===== src/rtl/pifo_headers.sv =====
// ============================================================================
//  Module      : pifo_headers (package)
//  Description : Shared types and helpers for the flow-level PIFO front end:
//                rank/priority, packet pointer, flow id and packet length
//                types, the default flow count and a saturating adder.
//  Revision    : 1.0 - initial release
// ============================================================================
`default_nettype none

package pifo_headers;

    localparam int NUM_FLOWS      = 64;
    localparam int PRIORITY_WIDTH = 16;
    localparam int LENGTH_WIDTH   = 11;
    localparam int POINTER_WIDTH  = 12;

    typedef logic [PRIORITY_WIDTH-1:0]    Priority;
    typedef logic [POINTER_WIDTH-1:0]     PacketPointer;
    typedef logic [$clog2(NUM_FLOWS)-1:0] FlowId;
    typedef logic [LENGTH_WIDTH-1:0]      PacketLength;

    // Unsigned add that clamps to all-ones instead of wrapping.
    function automatic Priority sat_add(input Priority a, input Priority b);
        logic [PRIORITY_WIDTH:0] sum;
        sum = {1'b0, a} + {1'b0, b};
        return sum[PRIORITY_WIDTH] ? '1 : sum[PRIORITY_WIDTH-1:0];
    endfunction

endpackage

`default_nettype wire


===== src/rtl/stfq_flow_table.sv =====
// ============================================================================
//  Module      : stfq_flow_table
//  Description : Per-flow state for the STFQ rank stage. Holds one last
//                finish tag per flow (and a 4-bit cost shift per flow when
//                FLOW_RANK_WEIGHT_EN is defined). One asynchronous read port
//                and one synchronous write port; everything clears to 0 on
//                the asynchronous reset.
//  Ports       : clk, reset           - clock, async active-high reset
//                i__rd_flow_id        - flow being ranked
//                o__rd_finish         - its last finish tag
//                i__wr_en/flow/finish - finish tag update
//                i__weight_* / o__rd_weight - weight table (macro only)
//  Macro       : FLOW_RANK_WEIGHT_EN enables the weight table
//  Revision    : 1.0 - initial release
// ============================================================================
`default_nettype none

module stfq_flow_table #(
    parameter int NUM_FLOWS      = 64,
    parameter int PRIORITY_WIDTH = 16,
    parameter int FLOW_WIDTH     = $clog2(NUM_FLOWS)
) (
    input  logic                      clk,
    input  logic                      reset,
    input  logic [FLOW_WIDTH-1:0]     i__rd_flow_id,
    input  logic                      i__wr_en,
    input  logic [FLOW_WIDTH-1:0]     i__wr_flow_id,
    input  logic [PRIORITY_WIDTH-1:0] i__wr_finish,
`ifdef FLOW_RANK_WEIGHT_EN
    input  logic                      i__weight_wr,
    input  logic [FLOW_WIDTH-1:0]     i__weight_flow_id,
    input  logic [3:0]                i__weight_shift,
    output logic [3:0]                o__rd_weight,
`endif
    output logic [PRIORITY_WIDTH-1:0] o__rd_finish
);

    logic [PRIORITY_WIDTH-1:0] r_finish [NUM_FLOWS];

    always_ff @(posedge clk or posedge reset) begin
        if (reset) begin
            for (int i = 0; i < NUM_FLOWS; i++) begin
                r_finish[i] <= '0;
            end
        end else if (i__wr_en) begin
            r_finish[i__wr_flow_id] <= i__wr_finish;
        end
    end

    assign o__rd_finish = r_finish[i__rd_flow_id];

`ifdef FLOW_RANK_WEIGHT_EN
    logic [3:0] r_weight [NUM_FLOWS];

    always_ff @(posedge clk or posedge reset) begin
        if (reset) begin
            for (int i = 0; i < NUM_FLOWS; i++) begin
                r_weight[i] <= '0;
            end
        end else if (i__weight_wr) begin
            r_weight[i__weight_flow_id] <= i__weight_shift;
        end
    end

    // Read is combinational from the stored value, so a write landing in
    // the same cycle as a rank of that flow only affects later packets.
    assign o__rd_weight = r_weight[i__rd_flow_id];
`endif

endmodule

`default_nettype wire


===== src/rtl/stfq_rank_calc.sv =====
// ============================================================================
//  Module      : stfq_rank_calc
//  Description : Start-time fair queueing rank stage in front of the flow
//                PIFO. A descriptor is captured in S1, ranked as it moves to
//                OUT (start = max(virtual_time, finish[flow]), finish[flow]
//                <= sat(start + cost)), and OUT is offered to the PIFO
//                enqueue port while the PIFO is not full. Virtual time
//                follows the largest priority the PIFO has dequeued.
//  Ports       : clk, reset                         - clock, async reset
//                i__pkt_valid/flow_id/length/pointer, o__pkt_ready
//                                                   - descriptor input
//                o__enqueue, o__enqueue_priority, o__packet_pointer,
//                i__pifo_full                       - PIFO enqueue side
//                i__dequeue_fire, i__dequeue_priority - PIFO dequeue report
//                o__virtual_time                    - current virtual time
//                i__weight_wr/flow_id/shift         - weights (macro only)
//  Macro       : FLOW_RANK_WEIGHT_EN - cost = length << weight[flow]
//  Revision    : 1.0 - initial release
// ============================================================================
`default_nettype none

module stfq_rank_calc
    import pifo_headers::PacketPointer;
#(
    parameter int NUM_FLOWS      = 64,
    parameter int PRIORITY_WIDTH = 16,
    parameter int LENGTH_WIDTH   = 11
) (
    input  logic                         clk,
    input  logic                         reset,
    input  logic                         i__pkt_valid,
    input  logic [$clog2(NUM_FLOWS)-1:0] i__pkt_flow_id,
    input  logic [LENGTH_WIDTH-1:0]      i__pkt_length,
    input  PacketPointer                 i__pkt_pointer,
    output logic                         o__pkt_ready,
    output logic                         o__enqueue,
    output logic [PRIORITY_WIDTH-1:0]    o__enqueue_priority,
    output PacketPointer                 o__packet_pointer,
    input  logic                         i__pifo_full,
    input  logic                         i__dequeue_fire,
    input  logic [PRIORITY_WIDTH-1:0]    i__dequeue_priority,
`ifdef FLOW_RANK_WEIGHT_EN
    input  logic                         i__weight_wr,
    input  logic [$clog2(NUM_FLOWS)-1:0] i__weight_flow_id,
    input  logic [3:0]                   i__weight_shift,
`endif
    output logic [PRIORITY_WIDTH-1:0]    o__virtual_time
);

    localparam int FLOW_W  = $clog2(NUM_FLOWS);
    localparam int SHIFT_W = LENGTH_WIDTH + 15;   // room for length << 15

    // S1 stage
    logic                      r_s1_valid;
    logic [FLOW_W-1:0]         r_s1_flow;
    logic [LENGTH_WIDTH-1:0]   r_s1_len;
    PacketPointer              r_s1_ptr;

    // OUT stage
    logic                      r_out_valid;
    logic [PRIORITY_WIDTH-1:0] r_out_prio;
    PacketPointer              r_out_ptr;

    logic [PRIORITY_WIDTH-1:0] r_vtime;

    logic                      w_out_drain;
    logic                      w_s1_advance;
    logic                      w_accept;
    logic [PRIORITY_WIDTH-1:0] w_finish_rd;
    logic [PRIORITY_WIDTH-1:0] w_start;
    logic [PRIORITY_WIDTH-1:0] w_cost;
    logic [PRIORITY_WIDTH:0]   w_sum;
    logic [PRIORITY_WIDTH-1:0] w_finish_next;

    assign w_out_drain  = r_out_valid & ~i__pifo_full;
    assign w_s1_advance = r_s1_valid & (~r_out_valid | w_out_drain);
    assign o__pkt_ready = ~r_s1_valid | w_s1_advance;
    assign w_accept     = i__pkt_valid & o__pkt_ready;

    // Rank uses the registered virtual time, so a dequeue reported in the
    // same cycle only influences packets ranked afterwards.
    assign w_start = (w_finish_rd > r_vtime) ? w_finish_rd : r_vtime;

`ifdef FLOW_RANK_WEIGHT_EN
    logic [3:0]         w_weight;
    logic [SHIFT_W-1:0] w_shifted;

    assign w_shifted = {15'b0, r_s1_len} << w_weight;
    assign w_cost    = (w_shifted > SHIFT_W'({PRIORITY_WIDTH{1'b1}}))
                       ? '1 : w_shifted[PRIORITY_WIDTH-1:0];
`else
    assign w_cost = PRIORITY_WIDTH'(r_s1_len);
`endif

    // Finish tags clamp at all-ones; a wrapped tag would jump the queue.
    assign w_sum         = (PRIORITY_WIDTH+1)'(w_start) + (PRIORITY_WIDTH+1)'(w_cost);
    assign w_finish_next = w_sum[PRIORITY_WIDTH] ? '1 : w_sum[PRIORITY_WIDTH-1:0];

    stfq_flow_table #(
        .NUM_FLOWS      (NUM_FLOWS),
        .PRIORITY_WIDTH (PRIORITY_WIDTH),
        .FLOW_WIDTH     (FLOW_W)
    ) u_flow_table (
        .clk               (clk),
        .reset             (reset),
        .i__rd_flow_id     (r_s1_flow),
        .i__wr_en          (w_s1_advance),
        .i__wr_flow_id     (r_s1_flow),
        .i__wr_finish      (w_finish_next),
`ifdef FLOW_RANK_WEIGHT_EN
        .i__weight_wr      (i__weight_wr),
        .i__weight_flow_id (i__weight_flow_id),
        .i__weight_shift   (i__weight_shift),
        .o__rd_weight      (w_weight),
`endif
        .o__rd_finish      (w_finish_rd)
    );

    always_ff @(posedge clk or posedge reset) begin
        if (reset) begin
            r_s1_valid  <= 1'b0;
            r_s1_flow   <= '0;
            r_s1_len    <= '0;
            r_s1_ptr    <= '0;
            r_out_valid <= 1'b0;
            r_out_prio  <= '0;
            r_out_ptr   <= '0;
            r_vtime     <= '0;
        end else begin
            if (w_accept) begin
                r_s1_valid <= 1'b1;
                r_s1_flow  <= i__pkt_flow_id;
                r_s1_len   <= i__pkt_length;
                r_s1_ptr   <= i__pkt_pointer;
            end else if (w_s1_advance) begin
                r_s1_valid <= 1'b0;
            end

            if (w_s1_advance) begin
                r_out_valid <= 1'b1;
                r_out_prio  <= w_start;
                r_out_ptr   <= r_s1_ptr;
            end else if (w_out_drain) begin
                r_out_valid <= 1'b0;
            end

            if (i__dequeue_fire && (i__dequeue_priority > r_vtime)) begin
                r_vtime <= i__dequeue_priority;
            end
        end
    end

    assign o__enqueue          = w_out_drain;
    assign o__enqueue_priority = r_out_prio;
    assign o__packet_pointer   = r_out_ptr;
    assign o__virtual_time     = r_vtime;

endmodule

`default_nettype wire


===== config.mk =====
export PLATFORM = sky130hd
export DESIGN_NAME = stfq_rank_calc
export DESIGN_NICKNAME = d
export VERILOG_FILES = /design/src/rtl/pifo_headers.sv /design/src/rtl/stfq_flow_table.sv /design/src/rtl/stfq_rank_calc.sv
export SDC_FILE = /design/constraint.sdc
export NUM_CORES = 2
export LEC_CHECK = 0
export CAP_MARGIN = 5
export CORE_MARGIN = 1.5
export CORE_UTILIZATION = 45
export CTS_CLUSTER_DIAMETER = 80
export DETAILED_ROUTE_END_ITERATION = 12
export DONT_BUFFER_PORTS = 1
export SLEW_MARGIN = 20
export SYNTH_ARGS = -nofsm -noshare
export SYNTH_HDL_FRONTEND = slang
export SYNTH_HIERARCHICAL = 1
export SYNTH_SLANG_ARGS = --single-unit

===== constraint.sdc =====
create_clock -name clk -period 45.8 [get_ports clk]
set_input_delay 4.58 -clock clk [delete_from_list [all_inputs] [get_ports clk]]
set_output_delay 4.58 -clock clk [all_outputs]
set_load 0.01 [all_outputs]

# Word level (Yosys, flattened, before mapping)
# Cells that the tools add are included.
# word_totals
mem_bits_rw,0
latchBits,0
ff_bits,1099
mem_count,0
rom_bits,0
# op_classes
n_mul,0
bitwise_logic,9
shifts,0
n_eq_ne,0
n_mux,12
div,0
n_addsub,1
reduce_logical,4
order_cmp,4
# ops
op,count
1024-bit bitwise mux,1
16-bit binary-select mux with 6-bit select,1
16-bit demux with 6-bit select,1
16-bit 2-to-1 mux,5
16-bit greater-than comparator,2
16-bit by 11-bit adder with 17-bit output,1
7-bit greater-or-equal comparator (second input constant),1
7-bit by 1-bit less-than comparator with 1-bit output (second input constant),1
6-bit inverter with 7-bit output,1
1-bit 2-to-1 mux,4
2-bit nonzero test,2
1-bit bitwise AND,3
1-bit inverter,3
1-bit logical AND,2
1-bit bitwise OR,2

# Depth between registers and ports, before layout
# logic_depth
word_depth,9
ltp_mapped,31

# Modules after synthesis
# Netlist, hierarchy kept.
# modules_own_cells
module,n_inst,area_each_um2,cells_per_inst,seq_area_each_um2
stfq_flow_table,1,46776.1,2977,25624.6
stfq_rank_calc,1,4421.7,393,1876.8

# Worst setup path before layout
# No wires, ideal clock.
# synth_timing
path_kind,input port to output port
start,input port i__pifo_full
end,output port o__enqueue
n_path_buf,0
path_slack_ns,36.462
required_ns,41.220
cell_stages,1
t_arrival_ns,4.758
path_cell_list,nor2b_1
# synth_via
elab_chain_len,2
# synth_rtl
element,line,source
start: declaration,stfq_rank_calc.sv:39,"input logic i__pifo_full,"
1-bit inverter,stfq_rank_calc.sv:75,assign w_out_drain = r_out_valid & ~i__pifo_full;
1-bit bitwise AND,stfq_rank_calc.sv:75,
end: declaration,stfq_rank_calc.sv:36,"output logic o__enqueue,"
# No other way between the ends.

# Worst setup path in the final report
# layout_timing
start,register r_s1_flow[2]
end,register u_flow_table/r_finish[54] in the netlist's numbering
# layout_via
elab_chain_len,9
elab_cells_between_ends,14
classes_between,1 x add/sub; 3 x order compare; 8 x mux; 1 x bitwise; 1 x reduce/logical
# layout_rtl
element,line,source
start: declaration,stfq_rank_calc.sv:55,logic [FLOW_W-1:0] r_s1_flow;
start signal: assignment,stfq_rank_calc.sv:132,r_s1_flow <= i__pkt_flow_id;
6-bit inverter with 7-bit output (not written as such),stfq_flow_table.sv:50,assign o__rd_finish = r_finish[i__rd_flow_id];
16-bit binary-select mux with 6-bit select,stfq_flow_table.sv:50,
16-bit 2-to-1 mux (not written as such) (2 in a row),stfq_flow_table.sv:50,
named net w_finish_rd[3],stfq_rank_calc.sv:69,logic [PRIORITY_WIDTH-1:0] w_finish_rd;
16-bit greater-than comparator,stfq_rank_calc.sv:82,assign w_start = (w_finish_rd > r_vtime) ? w_finish_rd : r_vtime;
16-bit 2-to-1 mux,stfq_rank_calc.sv:82,
named net w_start[0],stfq_rank_calc.sv:70,logic [PRIORITY_WIDTH-1:0] w_start;
16-bit by 11-bit adder with 17-bit output,stfq_rank_calc.sv:96,assign w_sum = (PRIORITY_WIDTH+1)'(w_start) + (PRIORITY_WIDTH+1)'(w_cost);
16-bit 2-to-1 mux,stfq_rank_calc.sv:97,assign w_finish_next = w_sum[PRIORITY_WIDTH] ? '1 : w_sum[PRIORITY_WIDTH-1:0];
named net w_finish_next[6],stfq_rank_calc.sv:73,logic [PRIORITY_WIDTH-1:0] w_finish_next;
1024-bit bitwise mux,stfq_flow_table.sv:46,r_finish[i__wr_flow_id] <= i__wr_finish;
end signal: indexed assignment,stfq_flow_table.sv:46,
end: declaration,stfq_flow_table.sv:38,logic [PRIORITY_WIDTH-1:0] r_finish [NUM_FLOWS];
# The timed path passes the listed nets, and every way through them passes these cells. The select of a mux whose other input is x is not followed.
# A chain may end at the register's enable or synchronous reset.

==> impl_metrics.ini <==
[synth]
synth_cell_types = 70
ys_ff_latch = 1099
ys.flop_type = dfrtp_1
synth_edf_count = 0
syn_nets = 3464
ys_async_sr_fraction = 1.00
yosys_warnings = 6
synth_cells = 3370
syn_area_um2 = 51200
avgSynthCellArea_um2 = 15.2
seq_area_frac_synth = 0.537

[power_and_ir_drop]
leakagePower_nw = 25.8
peakVddDrop_mv = 0.228
p_total_mw = 4.34
power_density_nw_per_um2 = 77.3

[worst_setup_path]
reg2reg_from = r_s1_flow[2]$_DFFE_PP0P_
end_kind = flip-flop
cp_slowest_cell = a221oi_1
critical_path_class = flip-flop to flip-flop
path_max_fanout = 132
cp_cell_sequence = buf_4, buf_12, mux4_2, o22ai_1, nor2_1, o22ai_1, a221oi_1, ha_1, o211ai_1, a2111o_1, a31oi_4, mux2_2, ha_1, inv_1, fa_1, nor2b_1, o2111ai_1, a31oi_1, a311oi_2, inv_1, nand3b_4, nand2_2, buf_4, mux2_2
reg2reg_depth = 24
worstPathBufferInverterCount = 5
max_stage_delay_ns = 0.92
worstReg2RegEnd = u_flow_table/r_finish[54]$_DFFE_PP0P_
cp.arrival_ns = 10.86
r2r_setup_slack_ns = 35.57
cp.required_ns = 46.43
critPathTopFamily = compound AO/OA/AOI/OAI gates
cp-start-kind = flip-flop

[global_routing]
grt_pass1_vias = 31831
antenna_found_initial = 4
globalRouteTotalUtil = 0.237
grt.overflow.total = 0
grt_max_degree = 195
grt_pass1_wl_um = 207000

[drt]
vias_per_cell = 6.05
wl_um = 135000
vias = 29316
wire_per_inst_um = 27.9
drt_iter0_drc = 2198
antenna_left = 0
drc = 0
first_pass_iters = 8

[sta]
period_needed_ns = 10.23
period_share = 0.223
slew-limit-headroom = 0.240
clock.fmax_ghz = 0.0978
hold_slack_ns = 0.484
slew_violations = 0
fin_skew_ns = 0.0269
setup_tns_ns = 0
worst_slack_ns = 35.57
setup_viol_count_final = 0
hold_viol = 0
rsz0062_at_grt = false
tightest_slew_ns = 1.14

[floorplan]
die_x_um = 340
placeableCoreArea_um2 = 113000
dieArea_um2 = 116000
start_util = 0.454
pin_count = 96
core.rowCount = 123
die_height_um = 340

[clocking]
h-tree-depth = 3
clk_pin_slew_ns = 0.06
hold_buffers = 0
cts_resized = 0
cts.sinks = 1099
numCtsBuffers = 114
cts_tree = yes
clk_latency_ns = 0.71
cts_setup_buffers = 0
clk_path_buf_depth = 3
root_buffer = clkbuf_16

[placement]
dp_slack_ns = 35.73
port_buffers = 0
post-dp-hpwl_um = 83300
place.gp.congestion = 0.827

[final_layout]
fill_cells = 9481
area_delta_synth_final_pct = 9.70
multi_input_area_um2 = 22300
nNetsFinal = 3346
final_core_util = 0.499
drive_gt1_frac = 0.504
register_area_um2 = 27500

[worst_hold_path]
worstHoldEndpoint = r_out_valid$_DFFE_PP0P_
hold_class = flip-flop to flip-flop
min_from = r_s1_valid$_DFFE_PP0P_
hold_depth = 1

[status]
outcome = completed

[run]
cap_violations = 0
-- area by class of cell --
type                            count  area share
Antenna cell                        2   0.0000891
Clock buffer                      186      0.0628
Clock inverter                     24     0.00503
Inverter                           23     0.00169
Multi-Input combinational cell   1957       0.398
Sequential cell                  1099       0.490
Tap cell                         1500      0.0334
Timing Repair Buffer               57     0.00951
-- report_power, final --
| group | switching (mW) | leakage [nW] | internal (mW) |
|---|---|---|---|
| clock network | 0.387 | 1.86 | 0.546 |
| registers | 0.221 | 14.6 | 1.36 |
| logic | 1.18 | 9.34 | 0.651 |
| total | 1.78 | 25.8 | 2.56 |
-- per-layer routing --
metal / share of wire / track usage / vias up
met4: 0.027 / 0.0681 / 0
li1: - / - / 12290
met2: 0.49 / 0.385 / 634
met5: 0 / 0 / -
met1: 0.44 / 0.332 / 16192
met3: 0.044 / 0.0341 / 200
-- synthesized netlist by cell type, drive strengths merged, types with 6 or more instances --
| library cell | number | area [um^2] |
|---|---|---|
| dfrtp | 1099 | 27500 |
| mux2 | 1092 | 12300 |
| mux4 | 245 | 5520 |
| buf | 182 | 1110 |
| clkbuf | 109 | 409 |
| nand2 | 98 | 438 |
| a21oi | 68 | 344 |
| a22oi | 64 | 480 |
| nor2 | 64 | 345 |
| ha | 43 | 538 |
| mux2i | 42 | 424 |
| o21ai | 33 | 165 |
| o22ai | 26 | 163 |
| inv | 23 | 86.3 |
| nand3 | 22 | 130 |
| nor3 | 19 | 143 |
| a211oi | 17 | 138 |
| nor2b | 16 | 100 |
| a31oi | 13 | 96.3 |
| nand2b | 13 | 88.8 |
| a22o | 12 | 105 |
| nand4 | 11 | 75.1 |
| a21o | 6 | 45.0 |
| or3 | 6 | 37.5 |
-- state kept, by name, summed over array words and instances (netlist names) --
| name | count |
|---|---|
| u_flow_table/r_finish | 1024 |
| o__enqueue_priority | 16 |
| r_out_valid | 1 |
| r_s1_len | 11 |
| o__packet_pointer | 12 |
| o__virtual_time | 16 |
| r_s1_ptr | 12 |
| r_s1_flow | 6 |
| r_s1_valid | 1 |
-- stage by stage --
stage | cell area [um^2] | cells
5_1_grt | 56200 | 4846
6_report | 56200 | 4848
3_5_place_dp | 52300 | 4633
3_3_place_gp | 52200 | 4631
4_1_cts | 56100 | 4843
2_1_floorplan | 51200 | 3370
-- placed cells by master, fill, tap and decap left out, drive strengths merged, types with 43 or more instances in the layout --
cell / Yosys / layout
a22oi: 64 / 64
clkbuf: 109 / 186
mux4: 245 / 245
nand2: 98 / 98
a21oi: 68 / 68
mux2: 1092 / 1092
ha: 43 / 43
nor2: 64 / 64
buf: 182 / 57
dfrtp: 1099 / 1099
-- worst max-delay path by stage --
stage	start	endpoint	slack (ns)	depth (start not counted)
finish	r_s1_flow[2]$_DFFE_PP0P_	u_flow_table/r_finish[54]$_DFFE_PP0P_	35.57	24
global route	r_s1_flow[2]$_DFFE_PP0P_	u_flow_table/r_finish[388]$_DFFE_PP0P_	35.06	24
CTS	r_s1_flow[2]$_DFFE_PP0P_	u_flow_table/r_finish[228]$_DFFE_PP0P_	35.69	24
detailed placement	r_s1_flow[2]$_DFFE_PP0P_	u_flow_table/r_finish[324]$_DFFE_PP0P_	35.73	24
global placement	r_s1_flow[2]$_DFFE_PP0P_	u_flow_table/r_finish[324]$_DFFE_PP0P_	35.82	24
floorplan	reset	u_flow_table/r_finish[0]$_DFFE_PP0P_	12.40	1
-- worst register-to-register path, cell delays in order (launching register included) --
cell and delay, ns:
dfrtp_4 0.80, buf_4 0.75, buf_12 0.88, mux4_2 0.47
o22ai_1 0.11, nor2_1 0.28, o22ai_1 0.21, a221oi_1 0.92
ha_1 0.29, o211ai_1 0.12, a2111o_1 0.42, a31oi_4 0.77
mux2_2 0.34, ha_1 0.16, inv_1 0.06, fa_1 0.40
nor2b_1 0.31, o2111ai_1 0.21, a31oi_1 0.48, a311oi_2 0.24
inv_1 0.20, nand3b_4 0.24, nand2_2 0.69, buf_4 0.52
mux2_2 0.28
-- kinds of logic (layout without fill, tap and decap cells) --
logic type / after synthesis / after routing / share of synthesized area
adder cells (fa/ha/maj): 44 / 44 / 0.0109
AO/OA/AOI/OAI: 259 / 259 / 0.0335
other: 0 / 2 / 0
flip-flops: 1099 / 1099 / 0.537
AND/OR/NAND/NOR: 269 / 269 / 0.0298
buffers and inverters: 314 / 290 / 0.0314
XOR/XNOR: 6 / 6 / 0.00103
multiplexers: 1379 / 1379 / 0.356
(Power assumes the default switching activity.)
